`src/rtl/raybox_pkg.sv`:
```
// Shared definitions for the raycaster arithmetic blocks.
//   MODE_LZ   : count leading zeros of an unsigned operand
//   MODE_SIGN : count redundant sign bits of a two's complement operand
//   calc_cw   : width of a count able to hold 0..width
package raybox_pkg;

  localparam logic MODE_LZ   = 1'b0;
  localparam logic MODE_SIGN = 1'b1;

  function automatic int calc_cw(input int width);
    return $clog2(width) + 1;
  endfunction

endpackage

```
`src/rtl/lzc_core.sv`:
```
// Combinational leading-zero / redundant-sign-bit counter.
// Ports:
//   data  [WIDTH-1:0] operand
//   mode              MODE_LZ or MODE_SIGN
//   count [CW-1:0]    shift that normalises data
//   zero              data is all zeros
module lzc_core
  import raybox_pkg::*;
#(
  parameter int WIDTH = 16,
  localparam int CW = calc_cw(WIDTH)
) (
  input  logic [WIDTH-1:0] data,
  input  logic             mode,
  output logic [CW-1:0]    count,
  output logic             zero
);

  // A bit differs from the sign exactly where sign_vec is 1, so the leading
  // zeros of sign_vec are the redundant sign bits.
  logic [WIDTH-2:0] sign_vec;
  logic [CW-1:0]    lz_count;
  logic [CW-1:0]    sign_count;

  assign sign_vec = data[WIDTH-2:0] ^ {(WIDTH-1){data[WIDTH-1]}};

  // Scanning upward with last-write-wins leaves the highest set bit in effect.
  always_comb begin
    lz_count = CW'(WIDTH);
    for (int i = 0; i < WIDTH; i++) begin
      if (data[i]) lz_count = CW'(WIDTH - 1 - i);
    end
  end

  always_comb begin
    sign_count = CW'(WIDTH - 1);
    for (int i = 0; i < WIDTH - 1; i++) begin
      if (sign_vec[i]) sign_count = CW'(WIDTH - 2 - i);
    end
  end

  assign count = (mode == MODE_SIGN) ? sign_count : lz_count;
  assign zero  = ~|data;

endmodule

```
`src/rtl/lzc_norm_pipe.sv`:
```
// Two-stage pipelined leading-zero / sign-bit counter with normalising shift.
// S1 registers the operand together with its count; S2 registers the shifted
// result and drives the output port.
// Ports:
//   clk, reset_n                    clock, asynchronous active-low reset
//   in_valid/in_ready               input handshake
//   in_data, in_mode, in_tag        operand, count mode, sideband tag
//   out_valid/out_ready             output handshake
//   out_count, out_norm, out_zero   shift count, normalised data, zero flag
//   out_tag                         tag of the result
module lzc_norm_pipe
  import raybox_pkg::*;
#(
  parameter int WIDTH = 16,
  parameter int TAG_W = 4,
  localparam int CW = calc_cw(WIDTH)
) (
  input  logic             clk,
  input  logic             reset_n,
  input  logic             in_valid,
  output logic             in_ready,
  input  logic [WIDTH-1:0] in_data,
  input  logic             in_mode,
  input  logic [TAG_W-1:0] in_tag,
  output logic             out_valid,
  input  logic             out_ready,
  output logic [CW-1:0]    out_count,
  output logic [WIDTH-1:0] out_norm,
  output logic             out_zero,
  output logic [TAG_W-1:0] out_tag
);

  logic             s1_valid;
  logic [WIDTH-1:0] s1_data;
  logic [TAG_W-1:0] s1_tag;
  logic [CW-1:0]    s1_count;
  logic             s1_zero;

  logic [CW-1:0]    core_count;
  logic             core_zero;
  logic             s2_load;
  logic             in_fire;
  logic [WIDTH-1:0] norm_next;

  lzc_core #(.WIDTH(WIDTH)) u_core (
    .data  (in_data),
    .mode  (in_mode),
    .count (core_count),
    .zero  (core_zero)
  );

  // Derived from stage state and out_ready only, never from in_valid.
  assign s2_load  = ~out_valid | out_ready;
  assign in_ready = ~s1_valid | s2_load;
  assign in_fire  = in_valid & in_ready;

  // A shift amount of WIDTH or more yields zero, covering all-zero mode 0.
  assign norm_next = s1_data << s1_count;

  always_ff @(posedge clk or negedge reset_n) begin
    if (!reset_n) begin
      s1_valid <= 1'b0;
    end else if (in_fire) begin
      s1_valid <= 1'b1;
    end else if (s2_load) begin
      s1_valid <= 1'b0;
    end
  end

  // Payload registers are qualified by s1_valid, so they carry no reset.
  always_ff @(posedge clk) begin
    if (in_fire) begin
      s1_data  <= in_data;
      s1_tag   <= in_tag;
      s1_count <= core_count;
      s1_zero  <= core_zero;
    end
  end

  always_ff @(posedge clk or negedge reset_n) begin
    if (!reset_n) begin
      out_valid <= 1'b0;
      out_count <= '0;
      out_norm  <= '0;
      out_zero  <= 1'b0;
      out_tag   <= '0;
    end else if (s2_load) begin
      out_valid <= s1_valid;
      if (s1_valid) begin
        out_count <= s1_count;
        out_norm  <= norm_next;
        out_zero  <= s1_zero;
        out_tag   <= s1_tag;
      end
    end
  end

endmodule
```
`config.mk`:
```
export PLATFORM = sky130hd
export DESIGN_NAME = lzc_norm_pipe
export DESIGN_NICKNAME = d
export VERILOG_FILES = /design/src/rtl/raybox_pkg.sv /design/src/rtl/lzc_core.sv /design/src/rtl/lzc_norm_pipe.sv
export SDC_FILE = /design/constraint.sdc
export NUM_CORES = 1
export LEC_CHECK = 0
export ABC_CLOCK_PERIOD_IN_PS = 4400
export BUFFER_PORTS_ARGS = -buffer_cell sky130_fd_sc_hd__buf_2
export CAP_MARGIN = 20
export CORE_MARGIN = 2
export CORE_UTILIZATION = 30
export CTS_CLUSTER_SIZE = 24
export DETAILED_ROUTE_END_ITERATION = 16
export GPL_TIMING_DRIVEN = 0
export PLACE_DENSITY = 0.57
export SLEW_MARGIN = 5
export SYNTH_ARGS = -nofsm -noshare
export SYNTH_HDL_FRONTEND = slang
export SYNTH_HIERARCHICAL = 1
export SYNTH_SLANG_ARGS = --single-unit
```
`constraint.sdc`:
```
create_clock -name clk -period 4.4 [get_ports clk]
set_clock_uncertainty 0.2 [all_clocks]
set_input_delay 1.1 -clock clk [delete_from_list [all_inputs] [get_ports clk]]
set_output_delay 1.1 -clock clk [all_outputs]
set_load 0.01 [all_outputs]
```
==> results of run 1 <==
worst max-delay path, delay by kind of cell:
kind          cells  cell delay (ps)
simple gates      2              370
buf+inv           2              260
routing by layer:
metal | track usage | wire (um) | up-vias
met5 | 0 | 0 | -
met1 | 0.180 | 3340 | 1141
li1 | - | - | 1150
met4 | 0.0286 | 77 | 0
met3 | 0.0274 | 382 | 5
met2 | 0.211 | 3240 | 61
worst max-delay path by stage:
| stage | end | cells past startpoint | startpoint |
|---|---|---|---|
| after floorplan | s1_count[1] | 9 | in_data[15] |
| after global placement | s1_count[1] | 10 | in_data[15] |
| after detailed placement | s1_count[1] | 10 | in_data[15] |
| after CTS | in_ready | 4 | out_ready |
| after global routing | in_ready | 4 | out_ready |
| final | in_ready | 4 | out_ready |
kinds of logic after synthesis:
| group | count (synthesis) |
|---|---|
| and+or+nand+nor | 90 |
| AOI/OAI and AO/OA | 59 |
| DFF | 54 |
| adders and majority gates | 1 |
| buffers and inverters | 24 |
| muxes | 40 |
power groups by stage:
| stage | Combinational [uW] | Sequential [uW] | Clock, uW |
|---|---|---|---|
| after floorplan | 161 | 643 | 0 |
| after CTS | 285 | 620 | 320 |
| after detailed placement | 285 | 631 | 0 |
| after global placement | 282 | 629 | 0 |
| final | 286 | 619 | 311 |
| after global routing | 316 | 626 | 334 |
per-stage QoR:
stage | total power [uW] | util | hold slack (ps) | setup WS, ps
floorplan | 804 | - | 255 | 1590
global placement | 910 | 0.355 | 260 | 1250
detailed placement | 916 | 0.355 | 268 | 1260
CTS | 1230 | 0.365 | 277 | 1380
global route | 1280 | 0.367 | 305 | 1300
finish | 1220 | 0.367 | 280 | 1370
flip-flops by register name (all words and copies together), names as in the netlist:
signal and flops:
out_norm 16, s1_zero 1, out_count 5, s1_count 5, out_tag 4, s1_tag 4
out_zero 1, s1_data 16, out_valid 1, s1_valid 1
cell usage after synthesis (2+ instances only):
library cell and number:
buf_6 5, mux2_2 13, edfxtp_1 26, o31ai_1 5
dfrtp_1 28, nand2_1 22, nor3_1 12, a22o_1 4
a32o_1 2, nor4_1 2, nand4_1 2, a311oi_1 2
a21oi_1 7, nor2_1 17, or3_1 2, mux2i_1 18
nand3_1 5, nor2b_1 5, buf_2 4, a32oi_1 3
a31oi_1 2, o211ai_1 3, o22ai_1 3, o311ai_0 2
clkbuf_1 6, mux4_2 7, o21ai_0 11, and3_1 8
inv_1 6, nand2b_1 10, mux4_1 2
layout make-up:
type,instances,area [sq um],share of cell area
sequential,54,1480,0.411
multi-input combinational,190,1440,0.399
timing repair buffer,53,275,0.0764
tap,133,166,0.0462
buffer,17,111,0.0309
clock buffer,7,97.6,0.0271
inverter,7,26.3,0.00729
clock inverter,1,6.26,0.00174
==> reports/qor.csv, run 1 <==
metric,value,unit
Net Sw Power,351,uW
most frequent cells in the layout,"56 x buf_2, 28 x dfrtp_1, 26 x edfxtp_1",
number of global-route vias before repair,2265,
"Req. time, crit path",3100,ps
worst vdd ir,0.000135,V
post-synthesis mux area share,0.176,
final worst-path cycle share,0.689,
startpoint type of the worst setup path,primary input,
"Net Count, Synth",294,
Overflow after GRT,0,
Post-Syn Area,3060,sq um
post-layout min period,3030,ps
fraction of registers with async set/reset,0.519,
n_diodes,0,
synth warn,6,
CTS Buffer Depth,2,
"slowest stage delay, CP",230,ps
"Primary FF master, synth",dfrtp_1,
detailed-route via count,2357,
Final Hold Viols,0,
CTS root buffer,clkbuf_8,
"non-filler cells, final",462,
Iter 0 DRT Violations,74,
GPL Wtd Cong,0.790,
Post-DP HPWL,5.36,mm
Synth top area share,0.255,
WL/cell,15.2,um
Core ar.,9820,sq um
origin of the critical flop-to-flop path,s1_count[1],
post-synthesis cell type count,55,
max_slew headroom,0.522,
Sequential Power Share,0.509,
share of total power in combinational logic,0.235,
Post-Synth XOR/XNOR Area,0,
Reg2Reg Depth,6,
Slew @ Worst Pin,712,ps
Die W,105,um
adder-cell share of the synthesized area,0.00409,
Int Power,865,uW
num ports,53,
maximum operating frequency,0.330,GHz
Port Buffer Count,52,
Synth Area in Compound Gates,0.144,
drt drc,0,
Initial Util,0.311,
Area contributors post-synth,"edfxtp_1 26%, dfrtp_1 23%, mux2i_1 5.9%",
Synth Register Bits,54,
most numerous cell on the critical path,buf_2,
H-tree Lvls,2,
"Design Area, Final",3600,sq um
Final setup viols,0,
Rows,36,
Final #Nets,354,
Gate Count Post-Synth,268,
"area leader, netlist",edfxtp_1,
Layout area overhead,17.8,%
vias per cell,5.10,
die area,11000,sq um
CTS tree,yes,
initial antenna violation count,0,
hold_sp,s1_tag[2],
CP Class,in2out,
Min-Delay Path Depth,1,
FILL cells,1039,
"CTS clk-pin slew, worst paths",100,ps
Num Clock Sinks,54,
largest fanout on the critical path,4,
P_leak,0.00150,uW
flop-to-flop setup slack,2420,ps
Final ANT Viol Nets,0,
die height,105,um
later-pin clock latency in the skew report,310,ps
Max Cap Viol,0,
sw frac,0.289,
RSZ-0062 raised after global routing,false,
Hold Path Class,reg2reg,
First-pass DRT Iterations,4,
first-pass GRT wire length,11.5,mm
Post-Synth Simple-Gate Area,0.147,
Clock power frac,0.256,
sequential-to-total area share from yosys stat,0.485,
CP max stage cell,nor2b_1,
max-slew violations,0,
"most common cell after layout, fill and taps aside",buf_2,
crit end category,primary output,
"Critical Path, Cell by Cell",buf_2 > nor2b_1 > nand2_1 > buf_2,
Post-Route Setup TNS,0,ps
cts bufs inserted,5,
power density cells,337,nW/um^2
Worst R2R End,out_norm[12],
Placed Cells incl. Taps,453,
largest family of logic cells by synthesized area,multiplexers,
total wire length,7.04,mm
"Arr. time, crit path",1730,ps
Hold Buf Count CTS,0,
layout cells sized above 1,0.292,
# Post-CTS Setup Buffers,0,
total track usage,0.130,
largest net degree at the start of global routing,29,
Post-synth EDFFs,26,
synthesized area per cell,11.4,sq um
post_cts resized,0,
status,"finished, final reports clean",
Post-DP Area,3480,sq um
hold worst-path end,out_tag[2],
(Power assumes the default switching activity.)
==> inputs of run 2 (changes only) <==
Settings changed: ABC_CLOCK_PERIOD_IN_PS 4400 to 2490, PLACE_DENSITY 0.57 to 0.59.
Clock period 4.4 ns to 2.49 ns, I/O delays scaled along.
==> run 2 against run 1 <==
Clock power grew 78%. Largest cell class unchanged. Highest routed layer unchanged. Worst hold slack got worse by 170 ps. Critical path depth increased by 6. Utilization is 0.15 points higher. Non-clock buffer count unchanged.
==> reports/qor.csv, run 2 (same netlist as run 1, synthesis figures left out) <==
metric,value,unit,change
Worst Setup SP,in_data[15],,
crit end category,flip-flop,,
GPL Wtd Cong,0.777,,-1.6%
"non-filler cells, final",462,,unchanged
Overflow after GRT,0,,unchanged
"slowest stage delay, CP",270,ps,+40 ps
maximum operating frequency,0.428,GHz,
RSZ-0062 raised after global routing,false,,
power density cells,596,nW/um^2,+77%
Hold Buf Count CTS,0,,unchanged
status,"finished, final reports clean",,
Core ar.,9820,sq um,unchanged
Top Layer Used,met4,,
Post-DP HPWL,5.38,mm,+0.47%
Layout area overhead,18.3,%,
CTS Buffer Depth,2,,unchanged
H-tree Lvls,2,,unchanged
worst vdd ir,0.000216,V,+59%
cts bufs inserted,5,,unchanged
First-pass DRT Iterations,4,,unchanged
"Critical Path, Cell by Cell",buf_2 > buf_6 > buf_2 > inv_1 > ha_1 > nand2b_1 > a21oi_2 > a21oi_1 > o221ai_1 > a32o_1,,
post_cts resized,0,,unchanged
max_slew headroom,0.543,,+0.0214
"most common cell after layout, fill and taps aside",buf_2,,
FILL cells,1031,,-0.77%
layout cells sized above 1,0.295,,+0.00304
Max Cap Viol,0,,unchanged
flop-to-flop setup slack,500,ps,-1920 ps
Final ANT Viol Nets,0,,unchanged
Final setup viols,0,,unchanged
later-pin clock latency in the skew report,310,ps,about the same
drt drc,0,,unchanged
CTS root buffer,clkbuf_8,,
num ports,53,,unchanged
die area,11000,sq um,unchanged
total track usage,0.128,,-0.00182
"Design Area, Final",3620,sq um,+0.42%
"Arr. time, crit path",2210,ps,+480 ps
"CTS clk-pin slew, worst paths",100,ps,about the same
most numerous cell on the critical path,buf_2,,
"Req. time, crit path",2360,ps,-740 ps
met1 WL,3.49,mm,+4.4%
biggest regs,"out_norm: 16 flops, s1_data: 16 flops",,
Initial Util,0.311,,unchanged
Port Buffer Count,52,,unchanged
top cell family by delay on the critical path,buffers and inverters,,
detailed-route via count,2395,,+1.6%
CTS tree,yes,,
vias per cell,5.18,,+1.6%
P_leak,0.00151,uW,+0.55%
first-pass GRT wire length,11.3,mm,-1.9%
Post-DP Area,3480,sq um,unchanged
Iter 0 DRT Violations,88,,+19%
Rows,36,,unchanged
largest fanout on the critical path,10,,+6
most frequent cells in the layout,"56 x buf_2, 28 x dfrtp_1, 26 x edfxtp_1",,
total wire length,7.04,mm,about the same
metal3 WL,309,um,-19%
# Post-CTS Setup Buffers,0,,unchanged
WL/cell,15.2,um,about the same
CP max stage cell,a32o_1,,
stages on the worst setup path,10,,+6
post-layout min period,2340,ps,
crit path capture,s1_count[1],,
initial antenna violation count,0,,unchanged
Reg2Reg Depth,6,,unchanged
origin of the critical flop-to-flop path,s1_count[1],,
Final Hold Viols,0,,unchanged
max-slew violations,0,,unchanged
Die W,105,um,unchanged
Slew @ Worst Pin,680,ps,-31.8 ps
Met2 Routed Length,3.17,mm,-2.2%
Worst Path Buf+Inv,4,,+2
Placed Cells incl. Taps,453,,unchanged
n_diodes,0,,unchanged
largest net degree at the start of global routing,29,,unchanged
Worst R2R End,out_norm[12],,
Final #Nets,354,,unchanged
number of global-route vias before repair,2224,,-1.8%
Hold Path Class,in2async,,
die height,105,um,unchanged
CP Class,in2reg,,
startpoint type of the worst setup path,primary input,,
final worst-path cycle share,0.939,,
Num Clock Sinks,54,,unchanged
run 2: cell types whose count changed in the layout (fill, tap and decap cells not counted), sizes merged:
cell    previous run  this run
clkbuf            14        13
inv                8         9
run 2: metal layers:
metal | vias up | GRT usage
met1 | 1169 | 0.175
met4 | 0 | 0.0343
met3 | 8 | 0.0268
li1 | 1160 | -
met5 | - | 0
met2 | 58 | 0.208
run 2: layout make-up:
cell class	count	area [sq um]	share of cell area
Buffer	17	111	0.0308
Timing Repair Buffer	53	288	0.0796
Clock inverter	2	12.5	0.00346
Multi-Input combinational cell	190	1440	0.397
Sequential cell	54	1480	0.410
Inverter	7	26.3	0.00726
Clock buffer	6	93.8	0.0259
Tap cell	133	166	0.0460
run 2: stage by stage:
step	util	hold slack [ps]	setup slack (ps)	power, uW	setup TNS [ps]
floorplan	-	127	161	1420	0
global placement	0.355	260	-182	1610	-308
detailed placement	0.355	266	-180	1620	-277
CTS	0.366	127	159	2170	0
global route	0.368	144	32.1	2270	0
finish	0.368	114	151	2160	0
run 2: worst min path at each step:
stage | start | to | slack (ps) | cells after the start
final | reset_n | out_count[3] | 110 | 1
after global routing | reset_n | out_count[3] | 140 | 1
after CTS | reset_n | out_count[3] | 130 | 1
after detailed placement | s1_tag[1] | out_tag[1] | 270 | 1
after global placement | s1_tag[3] | out_tag[3] | 260 | 1
after floorplan | reset_n | out_count[0] | 130 | 0
run 2: report_power, final:
group	leakage (uW)	total, uW	internal [uW]	switching, uW
Sequential	0.000605	1090	1040	56.2
Clock	0.0000572	553	261	293
Combinational	0.000845	510	232	277
run 2: worst register-to-register path: stages (launching register included):
cell and delay [ps]:
edfxtp_1 360, buf_4 180, buf_6 160, mux4_2 300
mux2_2 290, and3_1 180, a211o_1 230
